`src/rtl/controle_multiciclo.sv`:
```
// Multicycle control unit for the 64-bit RISC-V datapath.
// Moore FSM with a memory-wait counter. Outputs are registered from the next state.
module controle_multiciclo #(
  parameter int MEM_WAIT = 2
) (
  input  logic       clk,
  input  logic       rst,
  input  logic [6:0] i6_0,
  input  logic [2:0] i14_12,
  input  logic [6:0] i31_25,
  input  logic       AluIgual,
  output logic       PCwrite,
  output logic       MemRead,
  output logic       LoadIR,
  output logic       RegWrite,
  output logic       loadRegA,
  output logic       loadRegB,
  output logic       loadRegAluOut,
  output logic       loadRegMemData,
  output logic       SelMux2,
  output logic [1:0] SelMux4,
  output logic [2:0] SelMuxMem,
  output logic       SelMuxPC,
  output logic [2:0] AluOperation,
  output logic [3:0] estado,
  output logic       halt,
  output logic       erro
);

  typedef enum logic [3:0] {
    S_RESET  = 4'd0,
    S_FETCH  = 4'd1,
    S_DECODE = 4'd2,
    S_EXEC_R = 4'd3,
    S_EXEC_I = 4'd4,
    S_ADDR   = 4'd5,
    S_MEM_RD = 4'd6,
    S_MEM_WR = 4'd7,
    S_WB_ALU = 4'd8,
    S_WB_MEM = 4'd9,
    S_BRANCH = 4'd10,
    S_WB_LUI = 4'd11,
    S_HALT   = 4'd12,
    S_ERRO   = 4'd13
  } state_t;

  localparam logic [2:0] CNT_LAST = 3'(MEM_WAIT - 1);

  state_t     r_state;
  state_t     w_state_next;
  logic [2:0] r_cnt;
  logic [2:0] w_cnt_next;
  logic       r_is_ld;
  logic       r_br_en;
  logic       r_br_ne;

  logic       r_pcwrite, r_memread, r_loadir, r_regwrite;
  logic       r_lra, r_lrb, r_lao, r_lmd, r_selmux2, r_selmuxpc;
  logic [1:0] r_selmux4;
  logic [2:0] r_selmuxmem, r_aluop;
  logic       r_halt, r_erro;

  logic       w_pcwrite, w_memread, w_loadir, w_regwrite;
  logic       w_lra, w_lrb, w_lao, w_lmd, w_selmux2, w_selmuxpc;
  logic [1:0] w_selmux4;
  logic [2:0] w_selmuxmem, w_aluop;
  logic       w_halt, w_erro, w_br_en;

  logic       w_r_valid;
  logic [2:0] w_r_aluop;

  always_comb begin
    w_r_valid = 1'b0;
    w_r_aluop = 3'b000;
    if (i14_12 == 3'b000 && i31_25 == 7'b0000000) begin
      w_r_valid = 1'b1;
      w_r_aluop = 3'b001;
    end else if (i14_12 == 3'b000 && i31_25 == 7'b0100000) begin
      w_r_valid = 1'b1;
      w_r_aluop = 3'b010;
    end else if (i14_12 == 3'b111 && i31_25 == 7'b0000000) begin
      w_r_valid = 1'b1;
      w_r_aluop = 3'b011;
    end
  end

  always_comb begin
    w_state_next = r_state;
    case (r_state)
      S_RESET:  w_state_next = S_FETCH;
      S_FETCH:  if (r_cnt == CNT_LAST) w_state_next = S_DECODE;
      S_DECODE: begin
        case (i6_0)
          7'b0110011: w_state_next = S_EXEC_R;
          7'b0010011: w_state_next = (i14_12 == 3'b000) ? S_EXEC_I : S_ERRO;
          7'b0000011: w_state_next = (i14_12 == 3'b011) ? S_ADDR : S_ERRO;
          7'b0100011: w_state_next = (i14_12 == 3'b111) ? S_ADDR : S_ERRO;
          7'b1100011: w_state_next = (i14_12[2:1] == 2'b00) ? S_BRANCH : S_ERRO;
          7'b0110111: w_state_next = S_WB_LUI;
          7'b1110011: w_state_next = S_HALT;
          default:    w_state_next = S_ERRO;
        endcase
      end
      S_EXEC_R: w_state_next = w_r_valid ? S_WB_ALU : S_ERRO;
      S_EXEC_I: w_state_next = S_WB_ALU;
      S_ADDR:   w_state_next = r_is_ld ? S_MEM_RD : S_MEM_WR;
      S_MEM_RD: if (r_cnt == CNT_LAST) w_state_next = S_WB_MEM;
      S_MEM_WR, S_WB_ALU, S_WB_MEM, S_WB_LUI, S_BRANCH: w_state_next = S_FETCH;
      S_HALT:   w_state_next = S_HALT;
      S_ERRO:   w_state_next = S_ERRO;
      default:  w_state_next = S_ERRO;
    endcase
  end

  // Only the memory-wait states ever dwell; everything else keeps cnt at zero.
  always_comb begin
    w_cnt_next = 3'd0;
    if (w_state_next == r_state && (r_state == S_FETCH || r_state == S_MEM_RD))
      w_cnt_next = r_cnt + 3'd1;
  end

  always_comb begin
    w_pcwrite = 1'b0; w_memread = 1'b0; w_loadir = 1'b0; w_regwrite = 1'b0;
    w_lra = 1'b0; w_lrb = 1'b0; w_lao = 1'b0; w_lmd = 1'b0;
    w_selmux2 = 1'b0; w_selmuxpc = 1'b0; w_selmux4 = 2'b00;
    w_selmuxmem = 3'b000; w_aluop = 3'b000;
    w_halt = 1'b0; w_erro = 1'b0; w_br_en = 1'b0;
    case (w_state_next)
      S_FETCH: begin
        if (w_cnt_next == CNT_LAST) begin
          w_loadir  = 1'b1;
          w_pcwrite = 1'b1;
          w_selmux4 = 2'b01;
          w_aluop   = 3'b001;
        end
      end
      S_DECODE: begin
        w_lra = 1'b1; w_lrb = 1'b1; w_lao = 1'b1;
        w_selmux4 = 2'b11;
        w_aluop   = 3'b001;
      end
      S_EXEC_R: begin
        w_selmux2 = 1'b1;
        w_lao     = 1'b1;
        w_aluop   = w_r_aluop;
      end
      S_EXEC_I, S_ADDR: begin
        w_selmux2 = 1'b1;
        w_selmux4 = 2'b10;
        w_aluop   = 3'b001;
        w_lao     = 1'b1;
      end
      S_MEM_RD: w_lmd = (w_cnt_next == CNT_LAST);
      S_MEM_WR: w_memread = 1'b1;
      S_WB_ALU: w_regwrite = 1'b1;
      S_WB_MEM: begin
        w_regwrite  = 1'b1;
        w_selmuxmem = 3'b001;
      end
      S_WB_LUI: begin
        w_regwrite  = 1'b1;
        w_selmuxmem = 3'b010;
      end
      S_BRANCH: begin
        w_selmux2  = 1'b1;
        w_aluop    = 3'b111;
        w_selmuxpc = 1'b1;
        w_br_en    = 1'b1;
      end
      S_HALT:  w_halt = 1'b1;
      S_ERRO:  w_erro = 1'b1;
      default: ;
    endcase
  end

  always_ff @(posedge clk) begin
    if (!rst) begin
      r_state <= S_RESET;
      r_cnt   <= 3'd0;
      r_is_ld <= 1'b0;
      r_br_en <= 1'b0;
      r_br_ne <= 1'b0;
      r_pcwrite <= 1'b0; r_memread <= 1'b0; r_loadir <= 1'b0; r_regwrite <= 1'b0;
      r_lra <= 1'b0; r_lrb <= 1'b0; r_lao <= 1'b0; r_lmd <= 1'b0;
      r_selmux2 <= 1'b0; r_selmuxpc <= 1'b0; r_selmux4 <= 2'b00;
      r_selmuxmem <= 3'b000; r_aluop <= 3'b000;
      r_halt <= 1'b0; r_erro <= 1'b0;
    end else begin
      r_state <= w_state_next;
      r_cnt   <= w_cnt_next;
      // Latch the instruction kind while the IR fields are still being decoded.
      if (r_state == S_DECODE) begin
        r_is_ld <= (i6_0 == 7'b0000011);
        r_br_ne <= i14_12[0];
      end
      r_br_en <= w_br_en;
      r_pcwrite <= w_pcwrite; r_memread <= w_memread; r_loadir <= w_loadir;
      r_regwrite <= w_regwrite;
      r_lra <= w_lra; r_lrb <= w_lrb; r_lao <= w_lao; r_lmd <= w_lmd;
      r_selmux2 <= w_selmux2; r_selmuxpc <= w_selmuxpc; r_selmux4 <= w_selmux4;
      r_selmuxmem <= w_selmuxmem; r_aluop <= w_aluop;
      r_halt <= w_halt; r_erro <= w_erro;
    end
  end

  // The equality flag is only valid once RegA/RegB are loaded, so it gates PCwrite live.
  assign PCwrite        = r_pcwrite | (r_br_en & (AluIgual ^ r_br_ne));
  assign MemRead        = r_memread;
  assign LoadIR         = r_loadir;
  assign RegWrite       = r_regwrite;
  assign loadRegA       = r_lra;
  assign loadRegB       = r_lrb;
  assign loadRegAluOut  = r_lao;
  assign loadRegMemData = r_lmd;
  assign SelMux2        = r_selmux2;
  assign SelMux4        = r_selmux4;
  assign SelMuxMem      = r_selmuxmem;
  assign SelMuxPC       = r_selmuxpc;
  assign AluOperation   = r_aluop;
  assign estado         = r_state;
  assign halt           = r_halt;
  assign erro           = r_erro;

endmodule

```
`config.mk`:
```
export PLATFORM = sky130hd
export DESIGN_NAME = controle_multiciclo
export DESIGN_NICKNAME = d
export VERILOG_FILES = /design/src/rtl/controle_multiciclo.sv
export SDC_FILE = /design/constraint.sdc
export NUM_CORES = 1
export LEC_CHECK = 0
export ABC_AREA = 0
export BUFFER_PORTS_ARGS = -buffer_cell sky130_fd_sc_hd__buf_2
export CAP_MARGIN = 10
export CORE_UTILIZATION = 25
export CTS_CLUSTER_DIAMETER = 100
export DETAILED_ROUTE_END_ITERATION = 16
export GPL_TIMING_DRIVEN = 0
export HOLD_SLACK_MARGIN = 0.08
export PLACE_DENSITY = 0.49
export SYNTH_ARGS = -nofsm -noshare
export SYNTH_HDL_FRONTEND = slang
export SYNTH_SLANG_ARGS = --single-unit
export TNS_END_PERCENT = 1
```
`constraint.sdc`:
```
create_clock -name clk -period 4.1 [get_ports clk]
set_clock_uncertainty 0.1 [all_clocks]
set_input_delay 0 -clock clk [delete_from_list [all_inputs] [get_ports clk]]
set_output_delay 0 -clock clk [all_outputs]
set_load 0.02 [all_outputs]
```
==> metrics.txt <==
status=complete, no violations; syn_nets=176; Clock Sinks=26; Via density=4.50; Post-synth ARST share=0%; mux share of post-synthesis cell area=0.760%; number of synthesized flops with an enable pin=0; MaxCap Viol Count=0; worst path required time=4.17 ns; # fillers=558; PD cells=357 nW/um2; final hold vios=0; Post-Synth Adder-Cell Area=1.90%; sequential fraction of the synthesis area=39.5%; Synth area leaders=dfxtp_1 (40%), nor2_1 (6.0%), nor2b_1 (3.8%); slew margin rel.=48.2%; Peak VDD IR=0.186 mV; postcts setup bufs=0; area fraction of the dominant cell type after synthesis=39.5%; Worst-Margin Slew=0.765 ns; CTS root buf=clkbuf_8; H-tree level count=1; GP Congestion=0.774; nature of the critical path endpoint=flip-flop; Post-Synth Simple-Gate Area=34.0%; most frequent cell after synthesis=dfxtp_1; initial antenna violation count=0; unrepaired setup endpoints after global routing=false; IO Port Bufs=41; CTS tree=done; YS warnings=0; Clock Pin Slew Worst Setup and Hold Paths=0.09 ns; Starting DRT DRC Count=83; detailed-route wire length per cell=11.4 um; via count=1241; critical path fanouts, max=6; Die Wd=74.6 um; Die H=74.6 um; cts bufs inserted=3; first-pass GRT wire length=5.24 mm; nets@finish=229; initial core utilization=26.0%; max-slew violations=0; combinational family with the most area after synthesis=simple AND/OR/NAND/NOR gates; GRT Total Usage=12.3%; WL final=3.14 mm; Synth Area in XOR/XNOR=1.99%; leakage=0.787 nW; multi-input combinational cell area=733 um2; Overflow after GRT=0; post-DP HPWL=2.46 mm; First-pass DRT Iterations=4; clock power share=33.5%; largest net degree at the start of global routing=16; R2R Path Start=r_cnt[0]; Die ar.=5560 um2; Avg Cell Area, Syn=8.56 um2; crit share post-route=61.8%; Fmax achieved=395 MHz; clk buf depth=2; vias in the first global route=1157; core area=5070 um2; Psw=173 uW; Worst Path Arrival=2.60 ns; type of the most critical hold path=primary input to flip-flop; Sw Ratio=27.6%; Primary FF master, synth=dfxtp_1; leading area contributor after synthesis=dfxtp_1; Layout area overhead=33.0%; Antenna Nets Post-Route=0; Seq pwr share=44.1%; RR Endpoint=AluOperation[0]; Combinational Power Share=22.3%; Yosys cell types=52; final setup fails=0; FF+latch count, synth=26; cells on worst reg2reg path=8; hold_sp=i14_12[1]; Hold Path End=AluOperation[1]; post-synthesis cell count=154; num ports=44; fraction of layout cells with a size suffix above 1=26.7%; CP Class=primary input to flip-flop; # hold bufs at CTS=7; Worst R2R Setup Slack=1.73 ns; Clock Latency Late Sink=0.27 ns; cell-internal power=453 uW; leading cell types by count after synthesis=dfxtp_1 (26), nor2_1 (21), nand2_1 (13), nor2b_1 (8); Final Core Density=34.5%; critical path startpoint category=primary input; PostCTS Resize Cnt=0; Hold Path Depth=5; compound-cell area share of the yosys netlist=16.7%; flip-flop and latch area=520 um2; residual DRC count=0; Site Rows=26; setup_tns=0 ns; Min Clock Period, post-route=2.53 ns; Diodes inserted=0; synthesized cell area=1320 um2
==> stage by stage <==
step / power, mW / instance area (um2) / cells / hold WS, ns / setup slack (ns)
2_1_floorplan: 0.373 / 1320 / 154 / 0.0450 / 1.98
3_3_place_gp: 0.420 / 1610 / 265 / 0.226 / 1.73
3_5_place_dp: 0.420 / 1610 / 265 / 0.227 / 1.72
4_1_cts: 0.634 / 1750 / 276 / 0.172 / 1.57
5_1_grt: 0.665 / 1750 / 276 / 0.230 / 1.30
6_report: 0.626 / 1750 / 276 / 0.178 / 1.57
==> power groups by stage <==
stage               Clock [mW]  Combinational [mW]  Sequential [mW]
CTS                      0.216               0.141            0.277
finish                   0.210               0.140            0.276
floorplan                    0              0.0758            0.297
detailed placement           0               0.137            0.283
global placement             0               0.137            0.283
global route             0.228               0.158            0.279
==> worst max-delay path, stage by stage <==
cell	delay (ns)
dlygate4sd3_1	0.53
buf_2	0.12
nor2_1	0.07
dlygate4sd3_1	0.55
nand2_1	0.08
o211ai_1	0.28
nand3_1	0.25
a31oi_1	0.38
o21ai_1	0.13
o211a_1	0.22
==> cell type report <==
class	instances	area share, %
Buffer	7	2.57
Clock buffer	3	2.36
Clock inverter	1	1.71
Inverter	5	1.07
Multi-Input combinational cell	116	41.9
Sequential cell	26	29.7
Tap cell	70	5.00
Timing Repair Buffer	48	15.7
==> registers in the layout, summed over array words and instances (netlist names) <==
name            flops
MemRead             1
SelMux2             1
r_cnt               3
halt                1
LoadIR              1
RegWrite            1
erro                1
r_br_ne             1
SelMuxPC            1
loadRegMemData      1
r_is_ld             1
loadRegB            1
loadRegAluOut       1
SelMuxMem           2
SelMux4             2
AluOperation        3
estado              4
==> worst max-delay path by stage <==
stage	from	end	slack, ns	cells past startpoint
floorplan	estado[1]	AluOperation[0]	1.98	7
global placement	estado[1]	AluOperation[0]	1.73	7
detailed placement	r_cnt[0]	AluOperation[0]	1.72	8
CTS	i31_25[0]	AluOperation[0]	1.57	10
global route	i31_25[0]	AluOperation[0]	1.30	10
finish	i31_25[0]	AluOperation[0]	1.57	10
==> logic make-up (layout without fill, tap and decap cells) <==
logic type,after synthesis,in the layout
DFF,26,26
muxes,1,1
xor gates and xnor gates,3,3
buffers and inverters,12,64
other,1,1
adders and majority gates,2,2
and+or+nand+nor,77,77
AOI/OAI and AO/OA,32,32
==> metal layers <==
metal | up-vias | GRT usage (%) | wire length, um
met4 | 0 | 1.89 | 10
li1 | 648 | - | -
met2 | 20 | 21.4 | 1510
met3 | 2 | 2.85 | 90
met5 | - | 0 | 0
met1 | 571 | 15.7 | 1530
==> layout by cell type (no fill, tap or decap), types with 3 or more instances in the layout <==
cell           netlist  layout
nand2_1             13      13
nor2_1              21      21
dlygate4sd3_1        0       7
nor2b_1              8       8
nand4b_1             3       3
buf_2                0      41
clkbuf_1             3       3
nor3_1               3       3
and3_1               3       3
buf_4                3       3
o21ai_0              5       5
nand3_1              3       3
a21oi_1              5       5
dfxtp_1             26      26
inv_1                5       5
o21a_1               3       3
clkbuf_8             0       3
o211ai_1             5       5
Note: power is estimated with default switching activity, not from simulation.
